===== config.mk =====
export PLATFORM = sky130hd
export DESIGN_NAME = rab_miss_fifo
export DESIGN_NICKNAME = d
export VERILOG_FILES = /design/src/rtl/rab_miss_fifo.sv
export SDC_FILE = /design/constraint.sdc
export NUM_CORES = 1
export LEC_CHECK = 0
export BUFFER_PORTS_ARGS = -buffer_cell sky130_fd_sc_hd__buf_4
export CORE_MARGIN = 2
export CORE_UTILIZATION = 55
export DETAILED_ROUTE_END_ITERATION = 8
export MAX_ROUTING_LAYER = met4
export PLACE_DENSITY = 0.74
export SYNTH_ARGS = -nofsm -noshare
export SYNTH_HDL_FRONTEND = slang
export SYNTH_SLANG_ARGS = --single-unit

===== constraint.sdc =====
create_clock -name s_axi_aclk -period 4.95 [get_ports s_axi_aclk]
set_input_delay 0.2475 -clock s_axi_aclk [delete_from_list [all_inputs] [get_ports s_axi_aclk]]
set_output_delay 0.2475 -clock s_axi_aclk [all_outputs]
set_load 0.1 [all_outputs]

===== src/rtl/rab_miss_fifo.sv =====
// Miss-handling FIFO behind the RAB core: buffers {address, ID} of each miss until software
// pops it through the register read path, and counts misses dropped while full.
module rab_miss_fifo #(
  parameter int unsigned FIFO_DEPTH    = 16,
  parameter int unsigned MISS_ID_WIDTH = 10,
  parameter int unsigned OVF_CNT_WIDTH = 16
) (
  input  logic                         s_axi_aclk,
  input  logic                         s_axi_areset,
  input  logic                         Miss_SI,
  input  logic [31:0]                  MissAddr_DI,
  input  logic [MISS_ID_WIDTH-1:0]     MissId_DI,
  input  logic                         RdAddr_SI,
  input  logic                         RdId_SI,
  output logic [31:0]                  RdData_DO,
  output logic                         MhFifoFull_SO,
  output logic                         MhFifoEmpty_SO,
  output logic [$clog2(FIFO_DEPTH):0]  Count_DO,
  output logic [OVF_CNT_WIDTH-1:0]     OvfCnt_DO,
  input  logic                         ClrOvf_SI
);

  localparam int unsigned IdxW = $clog2(FIFO_DEPTH);
  localparam int unsigned PtrW = IdxW + 1;

  logic [PtrW-1:0]          wr_ptr_q, wr_ptr_d;
  logic [PtrW-1:0]          rd_ptr_q, rd_ptr_d;
  logic [31:0]              addr_mem_q [FIFO_DEPTH];
  logic [MISS_ID_WIDTH-1:0] id_mem_q   [FIFO_DEPTH];
  logic [31:0]              rd_data_q, rd_data_d;
  logic [OVF_CNT_WIDTH-1:0] ovf_cnt_q, ovf_cnt_d;

  logic [IdxW-1:0] wr_idx, rd_idx;
  logic            empty, full;
  logic            pop, push, drop;
  logic [31:0]     head_addr;
  logic [31:0]     id_word;

  assign wr_idx = wr_ptr_q[IdxW-1:0];
  assign rd_idx = rd_ptr_q[IdxW-1:0];

  // Extra pointer MSB separates the full case from the empty case at equal indices.
  assign empty = (wr_ptr_q == rd_ptr_q);
  assign full  = (wr_idx == rd_idx) && (wr_ptr_q[IdxW] != rd_ptr_q[IdxW]);

  // A pop frees the head slot, so a miss arriving at full is still accepted.
  assign pop  = RdId_SI & ~empty;
  assign push = Miss_SI & (~full | pop);
  assign drop = Miss_SI & full & ~pop;

  assign head_addr = addr_mem_q[rd_idx];

  always_comb begin
    id_word                      = '0;
    id_word[MISS_ID_WIDTH-1:0]   = id_mem_q[rd_idx];
    id_word[31]                  = 1'b1;
  end

  always_comb begin
    wr_ptr_d = wr_ptr_q;
    rd_ptr_d = rd_ptr_q;
    if (push) wr_ptr_d = wr_ptr_q + PtrW'(1);
    if (pop)  rd_ptr_d = rd_ptr_q + PtrW'(1);
  end

  always_comb begin
    rd_data_d = rd_data_q;
    if (RdId_SI) begin
      rd_data_d = empty ? 32'h0 : id_word;
    end else if (RdAddr_SI) begin
      rd_data_d = empty ? 32'h0 : head_addr;
    end
  end

  always_comb begin
    ovf_cnt_d = ovf_cnt_q;
    if (ClrOvf_SI) begin
      ovf_cnt_d = drop ? OVF_CNT_WIDTH'(1) : '0;
    end else if (drop && !(&ovf_cnt_q)) begin
      ovf_cnt_d = ovf_cnt_q + OVF_CNT_WIDTH'(1);
    end
  end

  always_ff @(posedge s_axi_aclk or posedge s_axi_areset) begin
    if (s_axi_areset) begin
      wr_ptr_q  <= '0;
      rd_ptr_q  <= '0;
      rd_data_q <= '0;
      ovf_cnt_q <= '0;
    end else begin
      wr_ptr_q  <= wr_ptr_d;
      rd_ptr_q  <= rd_ptr_d;
      rd_data_q <= rd_data_d;
      ovf_cnt_q <= ovf_cnt_d;
    end
  end

  // Storage carries no reset; stale entries are unreachable once the pointers clear.
  always_ff @(posedge s_axi_aclk) begin
    if (push) begin
      addr_mem_q[wr_idx] <= MissAddr_DI;
      id_mem_q[wr_idx]   <= MissId_DI;
    end
  end

  assign RdData_DO      = rd_data_q;
  assign MhFifoEmpty_SO = empty;
  assign MhFifoFull_SO  = full;
  assign Count_DO       = wr_ptr_q - rd_ptr_q;
  assign OvfCnt_DO      = ovf_cnt_q;

endmodule

==> Yosys cells after proc, flatten, opt, wreduce, memory -nomap -nowiden <==
Memory sizes are Yosys's and may differ from the RTL's.
Cells that the tools add are included.
{ "totals": {"register_bits": 58, "ramBits": 672, "inputBits": 48, "wordCells": 36, "mem_count": 2} }
{ "memory_table": {"columns": ["memory", "words", "word_bits", "read_ports", "rd_ports_with_merged_regs", "write_ports", "line", "rtl"], "rows": [
  ["addr_mem_q", 16, 32, 1, 0, 1, "28", "logic [31:0] addr_mem_q [FIFO_DEPTH];"],
  ["id_mem_q", 16, 10, 1, 0, 1, "29", "logic [MISS_ID_WIDTH-1:0] id_mem_q [FIFO_DEPTH];"]
]} }
{ "classes": {"add_sub_neg": 4, "eq_ne": 3, "mux": 9, "n_bitwise": 8, "n_reduce_logical": 6} }
{ "ops": {"columns": ["cell", "count"], "rows": [
  ["$mux 32", 4],
  ["$mux 16", 2],
  ["$add 16x1->16 const B", 1],
  ["$reduce_and 16->1", 1],
  ["$add 5x1->5 const B", 2],
  ["$eq 5x5->1", 1],
  ["$sub 5x5->5", 1],
  ["$and 1x1->1", 4],
  ["$eq 4x4->1", 1],
  ["$reduce_bool 2->1", 2],
  ["$mux 1", 3],
  ["$not 1->1", 3],
  ["$logic_and 1x1->1", 2],
  ["$logic_not 1->1", 1],
  ["$ne 1x1->1", 1],
  ["$or 1x1->1", 1]
]} }

==> Depth between registers and ports, before layout <==
{ "depth": {"ltp_word": 8, "mapped_depth": 9, "ltp_nobuf": 7} }

==> Worst setup path after synthesis <==
OpenSTA, ideal clock, no wires.
{ "synth_timing": {"kind": "register to register", "from": "register rd_ptr_q[1]", "to": "memory addr_mem_q[0][0], enable pin", "setup_time_ns": 0.493, "arrival_time_ns": 4.990, "setup_slack_ns": -0.533, "stages_incl_launch_ff": 9, "n_path_buf": 2, "period_less_slack_ns": 5.483, "path_cell_list": "dfrtp_1 > clkbuf_1 > inv_1 > buf_1 > ha_1 > nand4_1 > o31a_1 > nand2_1 > nor3_1"} }
{ "synth_between": {"elab_chain_len": 7, "elab_cells_between_ends": 10} }
{ "synth_rtl": {"columns": ["item", "line", "rtl"], "rows": [
  ["start, declared", "27", "logic [PtrW-1:0] rd_ptr_q, rd_ptr_d;"],
  ["start signal, assigned", "92", "rd_ptr_q <= rd_ptr_d;"],
  ["$eq 5x5->1 / $eq 4x4->1 (equally long branches)", "43, 44", null],
  ["$not 1->1 / $logic_and 1x1->1 (equally long branches)", "47, 44", null],
  ["$and 1x1->1 / $not 1->1 (equally long branches)", "47, 48", null],
  ["$or 1x1->1 *", "48", "assign push = Miss_SI & (~full | pop);"],
  ["$and 1x1->1 *", "48", null],
  ["$mux 1 *", "100", "if (push) begin"],
  ["$mux 1 (implied by the code) *", "101", "addr_mem_q[wr_idx] <= MissAddr_DI;"],
  ["end, declared", "28", null]
]} }
Every way passes the cells marked *; elsewhere a longest branch is shown, timed or not.

==> Worst setup path after layout <==
{ "layout_timing": {"from": "register rd_ptr_q[1]", "to": "memory id_mem_q[3][8], enable pin"} }
{ "layout_between": {"elab_chain_len": 7, "elab_cells_between_ends": 10} }
{ "layout_rtl": {"columns": ["item", "line", "rtl"], "rows": [
  ["$eq 5x5->1 / $eq 4x4->1 (equally long branches)", "43, 44", null],
  ["$not 1->1 / $logic_and 1x1->1 (equally long branches)", "47, 44", null],
  ["$and 1x1->1 / $not 1->1 (equally long branches)", "47, 48", null],
  ["$or 1x1->1 *", "48", null],
  ["$and 1x1->1 *", "48", null],
  ["$mux 1 *", "100", null],
  ["$mux 1 (implied by the code) *", "102", "id_mem_q[wr_idx] <= MissId_DI;"],
  ["end, declared", "29", null]
]} }
Marks and branches as above.

==> impl_metrics.prom <==
# TYPE chip_impl_metric gauge
chip_impl_info{name="run_status",value="finished clean"} 1
chip_impl_metric{name="routed_wirelength",unit="µm"} 59800
chip_impl_info{name="yosys_most_used_dff",value="sky130_fd_sc_hd__edfxtp_1"} 1
chip_impl_metric{name="drive_gt1_share",unit="%"} 28.8
chip_impl_metric{name="wire_length_of_the_first_global_routing_pass",unit="µm"} 91100
chip_impl_metric{name="clock-skew-final",unit="ns"} 0.0185
chip_impl_metric{name="synth_enable_flop_cells",unit=""} 672
chip_impl_info{name="cpLargestDelayFamily",value="buffers and inverters"} 1
chip_impl_metric{name="crit_required",unit="ns"} 5.18
chip_impl_metric{name="ys_seq_elements",unit=""} 730
chip_impl_metric{name="gp_congestion",unit=""} 0.856
chip_impl_metric{name="crit_fanout",unit=""} 26
chip_impl_info{name="cts_tree",value="done"} 1
chip_impl_metric{name="drv_cap",unit=""} 0
chip_impl_metric{name="finish.net_count",unit=""} 1532
chip_impl_metric{name="drt_pre_antenna_iters",unit=""} 5
chip_impl_metric{name="design.die.area",unit="mm²"} 0.0527
chip_impl_metric{name="post_cts_resize_count",unit=""} 0
chip_impl_metric{name="seqPwrFrac",unit="%"} 40.2
chip_impl_metric{name="post-route-worst-setup-slack",unit="ns"} 1.19
chip_impl_info{name="crit_path_cell_trace",value="inv_1 > buf_4 > ha_1 > nand4_1 > o311ai_1 > buf_4 > nor3_4 > buf_4"} 1
chip_impl_metric{name="clockPowerShare",unit="%"} 27.3
chip_impl_info{name="synth_most_common_cell",value="sky130_fd_sc_hd__edfxtp_1"} 1
chip_impl_info{name="rsz0062_at_grt",value="false"} 1
chip_impl_info{name="worst_hold_path_type",value="in -> reg"} 1
chip_impl_metric{name="p_int",unit="mW"} 12.9
chip_impl_info{name="synth_area_leaders",value="sky130_fd_sc_hd__edfxtp_1 (72%), sky130_fd_sc_hd__mux4_2 (14%), sky130_fd_sc_hd__dfrtp_1 (5.2%), sky130_fd_sc_hd__a22o_1 (1.2%), sky130_fd_sc_hd__a22oi_1 (1.2%)"} 1
chip_impl_metric{name="h-tree-depth",unit=""} 3
chip_impl_metric{name="synthArstFlopShare",unit="%"} 7.95
chip_impl_info{name="crit_path_start_kind",value="flip-flop"} 1
chip_impl_metric{name="dr.first_iter.drc_count",unit=""} 1604
chip_impl_metric{name="max_freq",unit="MHz"} 266
chip_impl_metric{name="report.final.slew_viol_count",unit=""} 0
chip_impl_metric{name="vias_per_cell",unit=""} 6.25
chip_impl_metric{name="worst_skew_pair.late_latency",unit="ns"} 0.60
chip_impl_metric{name="yosysWarningCount",unit=""} 0
chip_impl_metric{name="synthesis.nets",unit=""} 1350
chip_impl_metric{name="initial_core_util",unit="%"} 55.8
chip_impl_info{name="cts.root.buffer_cell",value="sky130_fd_sc_hd__clkbuf_16"} 1
chip_impl_metric{name="total_setup_buffers_inserted_after_cts",unit=""} 0
chip_impl_metric{name="period_utilisation_layout",unit="%"} 76.0
chip_impl_metric{name="place.port_buffers",unit=""} 102
chip_impl_metric{name="globalRouteOverflowTotal",unit=""} 0
chip_impl_metric{name="die_h",unit="µm"} 230
chip_impl_metric{name="clkSlewWorstSetupHoldPaths",unit="ns"} 0.06
chip_impl_metric{name="synthDistinctLibCells",unit=""} 53
chip_impl_info{name="worst_setup_path_end_kind",value="flip-flop"} 1
chip_impl_info{name="synth_top_cells_by_count",value="sky130_fd_sc_hd__edfxtp_1 (672), sky130_fd_sc_hd__mux4_2 (169), sky130_fd_sc_hd__dfrtp_1 (58)"} 1
chip_impl_info{name="netlist.top_cell.by_area",value="sky130_fd_sc_hd__edfxtp_1"} 1
chip_impl_metric{name="io_pins",unit=""} 103
chip_impl_metric{name="place_inst",unit=""} 2027
chip_impl_info{name="crit_slowest_cell",value="sky130_fd_sc_hd__nor3_4"} 1
chip_impl_metric{name="setup_total_negative_slack",unit="ns"} 0
chip_impl_metric{name="core",unit="mm²"} 0.0502
chip_impl_metric{name="critical_path.n_buffers_inverters",unit=""} 4
chip_impl_metric{name="power.density",unit="mW/mm²"} 596
chip_impl_metric{name="total_leakage_power",unit="nW"} 10.7
chip_impl_metric{name="numCtsBuffers",unit=""} 72
chip_impl_metric{name="cp.arrival",unit="ns"} 4.00
chip_impl_metric{name="hold_violations",unit=""} 0
chip_impl_metric{name="max-clock-path-buffers",unit=""} 3
chip_impl_metric{name="chipWidth",unit="µm"} 230
chip_impl_metric{name="number_of_antenna_violations_at_the_first_check_in_global_routing",unit=""} 3
chip_impl_info{name="crit_top_cell",value="sky130_fd_sc_hd__buf_4"} 1
chip_impl_metric{name="layoutNonFillerInstCount",unit=""} 2198
chip_impl_metric{name="area_added_between_synthesis_and_finish",unit="%"} 16.2
chip_impl_metric{name="critPathMaxStageDelay",unit="ns"} 0.82
chip_impl_metric{name="setup_viol",unit=""} 0
chip_impl_metric{name="min_period",unit="ns"} 3.76
chip_impl_metric{name="power_frac_comb",unit="%"} 32.5
chip_impl_metric{name="dp_hpwl",unit="µm"} 32400
chip_impl_metric{name="routed_wire_length_per_instance",unit="µm"} 27.2
chip_impl_info{name="crit_type",value="reg -> reg"} 1
chip_impl_metric{name="rows",unit=""} 82
chip_impl_metric{name="clkSinkCount",unit=""} 730
chip_impl_metric{name="drt.antenna.violating_nets",unit=""} 0
chip_impl_metric{name="dr_total_vias",unit=""} 13700
chip_impl_metric{name="p_switching",unit="mW"} 6.54
chip_impl_metric{name="grt_pass1_vias",unit=""} 14400
chip_impl_metric{name="synth_largest_type_area_fraction",unit="%"} 72.0
chip_impl_metric{name="post_synth.cell_area_avg",unit="µm²"} 21.7
chip_impl_metric{name="report.power.total",unit="mW"} 19.4
chip_impl_metric{name="maximum_number_of_pins_on_one_net_before_global_route_repair",unit=""} 94
chip_impl_metric{name="yosysSeqAreaShare",unit="%"} 77.2
chip_impl_metric{name="summed_instance_area_of_the_synthesized_netlist",unit="mm²"} 0.0280
chip_impl_metric{name="detailedPlace.worstSlack",unit="ns"} 1.07
chip_impl_metric{name="worst_pin_slew",unit="ns"} 1.26
chip_impl_metric{name="vdd_ir_drop_max",unit="µV"} 440
chip_impl_metric{name="post-route-drc-count",unit=""} 0
chip_impl_metric{name="slew-limit-headroom",unit="%"} 16.0
chip_impl_metric{name="switching_share",unit="%"} 33.7
chip_impl_metric{name="synth_cells",unit=""} 1291
chip_impl_metric{name="grtUsageTotal",unit="%"} 24.2
## kinds of logic (layout without fill, tap and decap cells)
family	after synthesis	in the layout	share of synthesized area, %
and+or+nand+nor	107	107	1.99
buffers and inverters	86	318	1.31
muxes	189	189	14.4
AOI/OAI and AO/OA	155	155	4.19
xor gates and xnor gates	13	13	0.407
other	0	3	0
DFF	730	730	77.2
adders and majority gates	11	11	0.518
## routing by layer
metal	GRT usage [%]	routed length, µm	vias up
met4	7.04	1160	0
met1	33.6	24300	7211
met3	4.80	5070	85
met2	37.2	29300	623
li1	-	-	5829
met5	-	0	-
## path summary, 6_finish.rpt
path	to	slack (ns)	cells past startpoint	from
worst min register to register	RdData_DO[16]	0.51	1	RdData_DO[16]
max in group asynchronous	rd_ptr_q[1]	3.63	4	s_axi_areset
min in group asynchronous	RdData_DO[18]	0.26	3	s_axi_areset
worst min-delay path	OvfCnt_DO[0]	0.04	3	Miss_SI
worst max-delay path	id_mem_q[3][8]	1.19	8	rd_ptr_q[1]
worst max register to register	id_mem_q[3][8]	1.19	8	rd_ptr_q[1]
## cell usage in the layout, fill, tap and decap left out, types with 5 or more instances in the layout
cell                            Yosys  layout
sky130_fd_sc_hd__bufinv_16          0       6
sky130_fd_sc_hd__dlygate4sd3_1      0      44
sky130_fd_sc_hd__nand3_1            8       8
sky130_fd_sc_hd__buf_12             0       8
sky130_fd_sc_hd__clkbuf_16          0      73
sky130_fd_sc_hd__o311ai_1           5       5
sky130_fd_sc_hd__nand4_1            8       8
sky130_fd_sc_hd__a32oi_1            9       9
sky130_fd_sc_hd__nand2_1           36      36
sky130_fd_sc_hd__mux4_2           169     169
sky130_fd_sc_hd__nor2_1            20       6
sky130_fd_sc_hd__or4_1              6       6
sky130_fd_sc_hd__dfrtp_1           58      56
sky130_fd_sc_hd__edfxtp_1         672     672
sky130_fd_sc_hd__buf_4              5     128
sky130_fd_sc_hd__o21ai_1           11      11
sky130_fd_sc_hd__clkinv_1           0       6
sky130_fd_sc_hd__o31ai_1            6       6
sky130_fd_sc_hd__inv_1             14      13
sky130_fd_sc_hd__a22o_1            39      39
sky130_fd_sc_hd__clkinv_2           0       5
sky130_fd_sc_hd__mux2i_1            9       9
sky130_fd_sc_hd__o211ai_1           9       9
sky130_fd_sc_hd__clkbuf_1          43      23
sky130_fd_sc_hd__a22oi_1           44      44
sky130_fd_sc_hd__nor2_4             0      14
sky130_fd_sc_hd__ha_1              10      10
sky130_fd_sc_hd__and4_1             7       7
sky130_fd_sc_hd__mux2_2             9       9
sky130_fd_sc_hd__clkbuf_8           0       5
sky130_fd_sc_hd__a21oi_1           13      13
sky130_fd_sc_hd__xnor2_1           11      11
## worst min-delay path: stages
cell and delay, ns:
sky130_fd_sc_hd__buf_4 0.14, sky130_fd_sc_hd__nand4_1 0.13, sky130_fd_sc_hd__o22ai_1 0.08
## stage by stage
step	instance area (µm²)	util, %	hold WS [ns]
4_1_cts	32500	64.8	0.0144
3_3_place_gp	29800	59.5	0.320
2_1_floorplan	28000	-	0.346
3_5_place_dp	29800	59.5	0.338
6_report	32500	64.9	0.0400
5_1_grt	32500	64.9	0.0512
## power by group through the flow
stage / Sequential, mW / Combinational, mW / Clock (mW)
after floorplan: 8.58 / 3.92 / 0
after global placement: 7.88 / 6.24 / 0
after detailed placement: 7.92 / 6.30 / 0
after CTS: 7.80 / 6.37 / 5.35
after global routing: 7.85 / 6.67 / 5.60
final: 7.80 / 6.30 / 5.30
## area by class of cell
cell class	instances	area [µm²]
diodes	3	7.51
clock buffers	101	1980
clock inverters	23	275
fillers	3197	17600
inverters	14	52.6
multi-input cells	475	6180
flip-flops and latches	730	21600
well taps	672	841
repair buffers	180	1560
## sequential cells by signal (all words and copies together), names as in the netlist
signal,cells
rd_ptr_q,5
OvfCnt_DO,16
wr_ptr_q,5
RdData_DO,32
addr_mem_q,512
id_mem_q,160
## repair_timing
item                                   CTS  global route
endpoints found under the hold margin  698             0
setup endpoints to repair                0             0
hold buffers                            44             0
(Power assumes the default switching activity.)
